<file path="config.mk">
export PLATFORM = sky130hd
export DESIGN_NAME = uart_rx
export DESIGN_NICKNAME = d
export VERILOG_FILES = /design/src/rtl/uart_rx.sv
export SDC_FILE = /design/constraint.sdc
export NUM_CORES = 1
export LEC_CHECK = 0
export ABC_AREA = 1
export BUFFER_PORTS_ARGS = -buffer_cell sky130_fd_sc_hd__buf_2
export CAP_MARGIN = 10
export CORE_ASPECT_RATIO = 0.7
export CORE_UTILIZATION = 48
export DETAILED_ROUTE_END_ITERATION = 7
export GPL_TIMING_DRIVEN = 1
export PLACE_DENSITY = 0.68
export SETUP_SLACK_MARGIN = 0.15
export SYNTH_ARGS = -nofsm -noshare
export SYNTH_HDL_FRONTEND = slang
export SYNTH_SLANG_ARGS = --single-unit
</file>
<file path="constraint.sdc">
create_clock -name clk -period 3.6 [get_ports clk]
set_input_delay 0.36 -clock clk [delete_from_list [all_inputs] [get_ports clk]]
set_output_delay 0.36 -clock clk [all_outputs]
set_load 0.01 [all_outputs]
</file>
<file path="src/rtl/uart_rx.sv">
// UART receiver: 8 data bits LSB-first, one parity bit, one or more stop bits.
// The line is sampled once at mid-bit; each byte is delivered with a one-cycle strobe and error flags.
module uart_rx #(
    parameter int CLKS_PER_BIT = 3,
    parameter bit PARITY       = 1'b0
) (
    input  logic       clk,
    input  logic       reset,
    input  logic       rx,
    output logic [7:0] data_rx,
    output logic       rx_valid,
    output logic       parity_err,
    output logic       frame_err,
    output logic       rx_busy
);

    localparam int CNT_W = $clog2(CLKS_PER_BIT) + 1;
    localparam int HALF  = (CLKS_PER_BIT - 1) / 2;
    // The counter expires on its zero count, so the load values are one less than the spacing wanted.
    localparam logic [CNT_W-1:0] HALF_LOAD = CNT_W'(HALF - 1);
    localparam logic [CNT_W-1:0] BIT_LOAD  = CNT_W'(CLKS_PER_BIT - 1);
    localparam logic [CNT_W-1:0] CNT_ONE   = CNT_W'(1);

    typedef enum logic [2:0] {
        IDLE,
        START,
        DATA,
        PAR,
        STOP,
        WAIT_HIGH
    } state_t;

    state_t           state_reg;
    state_t           state_next;
    logic [1:0]       sync_reg;
    logic             rx_s;
    logic [CNT_W-1:0] cnt_reg;
    logic [2:0]       bit_cnt_reg;
    logic [7:0]       shift_reg;
    logic             par_bit_reg;
    logic [7:0]       data_rx_reg;
    logic             rx_valid_reg;
    logic             parity_err_reg;
    logic             frame_err_reg;
    logic             tick;

    // Two-flop synchronizer; it resets to the idle line level.
    always_ff @(posedge clk or negedge reset) begin
        if (!reset) begin
            sync_reg <= 2'b11;
        end else begin
            sync_reg <= {sync_reg[0], rx};
        end
    end

    assign rx_s = sync_reg[1];
    assign tick = (cnt_reg == '0);

    always_ff @(posedge clk or negedge reset) begin
        if (!reset) begin
            state_reg <= IDLE;
        end else begin
            state_reg <= state_next;
        end
    end

    always_comb begin
        state_next = state_reg;
        case (state_reg)
            IDLE: begin
                if (!rx_s) state_next = START;
            end
            START: begin
                if (tick) state_next = rx_s ? IDLE : DATA;
            end
            DATA: begin
                if (tick && (bit_cnt_reg == 3'd7)) state_next = PAR;
            end
            PAR: begin
                if (tick) state_next = STOP;
            end
            STOP: begin
                // A low stop bit parks in WAIT_HIGH so a held break yields a single error frame.
                if (tick) state_next = rx_s ? IDLE : WAIT_HIGH;
            end
            WAIT_HIGH: begin
                if (rx_s) state_next = IDLE;
            end
            default: state_next = IDLE;
        endcase
    end

    always_comb begin
        rx_busy = 1'b0;
        case (state_reg)
            START, DATA, PAR, STOP: rx_busy = 1'b1;
            default:                rx_busy = 1'b0;
        endcase
    end

    always_ff @(posedge clk or negedge reset) begin
        if (!reset) begin
            cnt_reg        <= '0;
            bit_cnt_reg    <= '0;
            shift_reg      <= '0;
            par_bit_reg    <= 1'b0;
            data_rx_reg    <= '0;
            rx_valid_reg   <= 1'b0;
            parity_err_reg <= 1'b0;
            frame_err_reg  <= 1'b0;
        end else begin
            rx_valid_reg <= 1'b0;
            case (state_reg)
                IDLE: begin
                    cnt_reg <= HALF_LOAD;
                end
                START: begin
                    if (tick) begin
                        cnt_reg     <= BIT_LOAD;
                        bit_cnt_reg <= '0;
                    end else begin
                        cnt_reg <= cnt_reg - CNT_ONE;
                    end
                end
                DATA: begin
                    if (tick) begin
                        cnt_reg     <= BIT_LOAD;
                        shift_reg   <= {rx_s, shift_reg[7:1]};
                        bit_cnt_reg <= bit_cnt_reg + 3'd1;
                    end else begin
                        cnt_reg <= cnt_reg - CNT_ONE;
                    end
                end
                PAR: begin
                    if (tick) begin
                        cnt_reg     <= BIT_LOAD;
                        par_bit_reg <= rx_s;
                    end else begin
                        cnt_reg <= cnt_reg - CNT_ONE;
                    end
                end
                STOP: begin
                    if (tick) begin
                        data_rx_reg    <= shift_reg;
                        parity_err_reg <= ((^shift_reg) ^ PARITY) != par_bit_reg;
                        frame_err_reg  <= ~rx_s;
                        rx_valid_reg   <= 1'b1;
                    end else begin
                        cnt_reg <= cnt_reg - CNT_ONE;
                    end
                end
                default: begin
                end
            endcase
        end
    end

    assign data_rx    = data_rx_reg;
    assign rx_valid   = rx_valid_reg;
    assign parity_err = parity_err_reg;
    assign frame_err  = frame_err_reg;

endmodule

</file>
# After elaboration in Yosys (flattened, before gate mapping)
# Index checks and enable logic that the tools add are counted.
word_totals:
  inputBits: 3
  output_inout_bits: 12
  reg_bits: 31
  wordCells: 60
classes:
  eq_ne: 15
  mux: 18
  n_reduce_logical: 14
  bitwise_logic: 1
  add_sub_neg: 2
ops:
  columns: ["operator", "n"]
  rows:
  - ["2-to-1 mux 3 bit", 11]
  - ["one-hot mux 3 bit (6 select lines)", 1]
  - ["!= test 2 bit (second input constant)", 8]
  - ["equality test 3 bit (second input constant)", 3]
  - ["one-hot mux 3 bit (3 select lines)", 1]
  - ["AND reduction 2 bit", 4]
  - ["XOR reduction 8 bit", 1]
  - ["equality test 3 x 2 -> 1 bit (second input constant)", 2]
  - ["logical NOT 3 bit", 2]
  - ["one-hot mux 3 bit (2 select lines)", 1]
  - ["AND reduction 6 bit", 1]
  - ["OR reduction 4 bit", 1]
  - ["adder 3 x 1 -> 3 bit (second input constant)", 1]
  - ["equality test 3 x 1 -> 1 bit (second input constant)", 1]
  - ["2-to-1 mux 1 bit", 3]
  - ["AND reduction 3 bit", 1]
  - ["nonzero test 3 bit", 1]
  - ["OR reduction 3 bit", 1]
  - ["subtractor 3 x 1 -> 3 bit (second input constant)", 1]
  - ["2-to-1 mux 2 bit", 1]
  - ["nonzero test 2 bit", 1]
  - ["logical AND 1 bit", 1]
  - ["!= test 1 bit", 1]
  - ["NOT 1 bit", 1]

# Longest topological paths before layout
logic_depth:
  depth_word: 4
  depth_mapped: 9
  depth_no_buf: 9

# Worst setup path before layout
# No wires, ideal clock.
synth_path:
  path_type: "register -> register"
  startpoint: "register cnt_reg[1]"
  endpoint: "register shift_reg[6]"
  stages_incl_launch_ff: 9
  slack_ns: 2.289
  arrival_time_ns: 1.193
  path_buffers: 1
  path_cell_list: "dfrtp_1 inv_1 ha_1 nand2_2 inv_1 nand2_4 buf_6 nand2_2 o21ai_2"
synth_between:
  elab_chain_cells: 2
synth_rtl:
  columns: ["element", "line", "rtl"]
  rows:
  - ["start: declaration", "37", "logic [CNT_W-1:0] cnt_reg;"]
  - ["start signal: assignment", "122", "cnt_reg <= cnt_reg - CNT_ONE;"]
  - ["start signal: assignment", "131", "cnt_reg <= cnt_reg - CNT_ONE;"]
  - ["start signal: assignment", "139", "cnt_reg <= cnt_reg - CNT_ONE;"]
  - ["logical NOT 3 bit", "57", "assign tick = (cnt_reg == '0);"]
  - ["AND reduction 2 bit (no source line)", null, null]
  - ["end signal: assignment", "128", "shift_reg <= {rx_s, shift_reg[7:1]};"]
  - ["end: declaration", "39", "logic [7:0] shift_reg;"]
# No other way between the ends.
# A chain may end at the register's enable or synchronous reset.

# Final worst setup path
layout_path:
  startpoint: "register state_reg[1]"
  endpoint: "output rx_busy"
layout_between:
  elab_chain_cells: 3
layout_rtl:
  columns: ["element", "line", "rtl"]
  rows:
  - ["start: declaration", "33", "state_t state_reg;"]
  - ["start signal: assignment", "63", "state_reg <= state_next;"]
  - ["equality test 3 bit (tied with other cells)", "95", "case (state_reg)"]
  - ["OR reduction 4 bit *", "95", null]
  - ["2-to-1 mux 1 bit *", "95", null]
  - ["end: declaration", "14", "output logic rx_busy"]
# Every way passes the cells marked *; elsewhere a longest branch is shown, timed or not.

==> out/results.tsv <==
stage	metric	value	unit
sta	clock.fmax	0.606	GHz
floorplan	die_h	50.2	µm
sta	worst_slew_pin_slew	676	ps
clocking	cts_setup_buffers	0	
detailed_routing	postRouteAntennaNets	0	
synthesis	synthAdderAreaFrac	0.0314	
clocking	h-tree-depth	2	
synthesis	synth-seq-cells	31	
synthesis	synthCells	173	
sta	fin_skew	8.03	ps
sta	setup_viol	0	
critical_path	critPathTopFamily	flip-flops	
outcome	violations	DRC	
run	drv_cap	0	
place	place_inst	222	
sta	hold_viol_final	0	
synthesis	synth_area_leaders	dfrtp_1, o21ai_2, nand2_1, nand2_2, inv_1	
clocking	clk_path_buf_depth	2	
detailed_routing	drt_iter0_drc	55	
floorplan	core-area	0.00315	mm²
synthesis	ys_seq_area_frac	0.488	
detailed_routing	num_vias	1147	
synthesis	synth_xor_area_frac	0.00549	
clocking	cts_tree	built	
synthesis	yosys.area.top_type	dfrtp_1	
place	hpwlAfterDp	1960	µm
detailed_routing	wire_per_inst	12.1	µm
place	dp_slack	2120	ps
global_route	grt_overflow	0	
floorplan	row_count	17	
synthesis	synth_compound_area_frac	0.149	
critical_path	worstPathRequired	3240	ps
place	placed_cell_area	0.00168	mm²
cells_and_area	layout-drive-gt1-share	0.359	
sta	relSlewSlack	0.549	
clocking	path_clk_slew	70	ps
synthesis	yosysTopAreaCellShare	0.455	
clocking	ctsResizeCount	0	
cells_and_area	diodes	0	
cells_and_area	finalInstanceArea	0.00178	mm²
place	portBuffers	14	
sta	rsz0062_at_grt	no	
critical_path	cp-end-kind	output port	
cells_and_area	layout_common_cells	nand2_1, dfrtp_1, o21ai_2	
synthesis	yosysWarnings	0	
synthesis	synth.area.mux_share	0	
critical_path	start_kind	register	
cells_and_area	instances_no_fill	230	
cells_and_area	num-nets-final	198	
floorplan	boundaryPins	15	
critical_path	cpMostUsedCell	nand2_2	
critical_path	critPathSlowestCell	dfrtp_1	
critical_path	path_class	register to output port	
detailed_routing	drt_first_pass_iters	7	
critical_path	rrSetupSlack	2090	ps
synthesis	synthSimpleGateAreaFrac	0.253	
cells_and_area	fillCellCount	293	
clocking	hold_buffers	0	
critical_path	cp_cell_sequence	nor2_4 -> inv_2 -> nand2_2 -> nand2_2 -> buf_2	
synthesis	synth_area	0.00159	mm²
power	p_leak	0.902	nW
global_route	grt_usage	0.182	
synthesis	synth_top_family_by_area	simple AND/OR/NAND/NOR gates	
floorplan	die_area	0.00356	mm²
global_route	grt_pass1_vias	1102	
sta	finalWorstSetupSlack	1950	ps
sta	min_period	1650	ps
floorplan	die_x	70.9	µm
sta	hold_ws	122	ps
clocking	numCtsBuffers	5	
power	p_per_area	766	mW/mm²
critical_path	cp_data_arrival_time	1290	ps
sta	finalSetupTns	0	ps
cells_and_area	syn_to_final_growth	11.5	%
critical_path	rr_startpoint	cnt_reg[0]	
synthesis	yosysUniqueCellTypes	23	
detailed_routing	drc	2	
clocking	worstSkewPairLatency	270	ps
critical_path	slowest_delay	460	ps
power	ir_drop	335	µV
clocking	cts-root-buf	clkbuf_8	
outcome	status	finished, violations left	
sta	fin_crit_sh	0.458	
global_route	grt_pass1_wl	4870	µm
clocking	cts.sinks	31	
synthesis	syn_area_per_cell	9.21	µm²
detailed_routing	viasPerCell	4.99	
detailed_routing	wirelength	2780	µm
floorplan	start_util	0.506	
critical_path	critical_path.max_fanout	5	
min_path	min_path_type	primary input to async pin	
critical_path	crit_start	state_reg[1]	
synthesis	syn-num-nets	180	
place	finalWeightedCongestion	0.750	
sta	report.final.slew_viol_count	0	
global_route	grt_antenna_before_repair	0	
cells_and_area	mostFrequentLayoutCell	nand2_1	
critical_path	cp_num_buf_inv	2	
global_route	grt_max_degree	32	
-- Yosys cell counts --
| cell | n |
|---|---|
| o211ai_1 | 1 |
| nor2_1 | 5 |
| nand4_1 | 1 |
| inv_1 | 18 |
| o21ai_0 | 3 |
| nor2_2 | 1 |
| nand2_1 | 40 |
| nand3_4 | 1 |
| dfrtp_1 | 29 |
| xor2_1 | 1 |
| inv_2 | 4 |
| o21ai_2 | 20 |
| nand2_4 | 1 |
| nor3_1 | 1 |
| ha_1 | 4 |
| nand3_2 | 1 |
| a21oi_1 | 5 |
| dfstp_2 | 2 |
| buf_6 | 3 |
| nand3_1 | 11 |
| nand2_2 | 16 |
| o21ai_1 | 3 |
| nor2_4 | 2 |
-- metal layers --
metal | up-vias | part of all wire | global-route usage
li1 | 590 | - | -
met1 | 536 | 0.52 | 0.248
met2 | 17 | 0.42 | 0.261
met3 | 4 | 0.044 | 0.0562
met4 | 0 | 0.017 | 0.0967
met5 | - | 0 | 0
-- cell type report --
class	instances	area, µm²	area share
clock buffers	8	100	0.0563
inverters	22	82.6	0.0464
multi-input cells	117	699	0.393
flip-flops and latches	31	778	0.438
well taps	38	47.5	0.0267
repair buffers	14	70.1	0.0394
-- final timing paths --
check                      cells after the start        endpoint
setup / recovery                               5         rx_busy
hold / removal                                 1      cnt_reg[1]
setup reg to reg                               7      cnt_reg[1]
hold reg to reg                                0     sync_reg[1]
max in group asynchronous                      1  bit_cnt_reg[2]
min in group clk                               1     sync_reg[0]
-- cell families (layout without fill, tap and decap cells) --
group                      count (synthesis)  after routing
and+or+nand+nor                           80             80
xor gates and xnor gates                   1              1
AOI/OAI and AO/OA                         32             32
buffers and inverters                     25             44
DFF                                       31             31
adders and majority gates                  4              4
-- stage by stage --
stage	total power [W]	utilization
2_1_floorplan	0.000954	-
3_3_place_gp	0.00105	0.533
3_5_place_dp	0.00107	0.533
4_1_cts	0.00137	0.565
5_1_grt	0.00147	0.565
6_report	0.00136	0.565
-- power breakdown --
part           internal [W]  switching [W]  leakage [nW]
clock              0.000174       0.000117        0.0515
combinational      0.000197       0.000370         0.440
sequential         0.000433      0.0000699         0.411
Note: power is estimated with default switching activity, not from simulation.
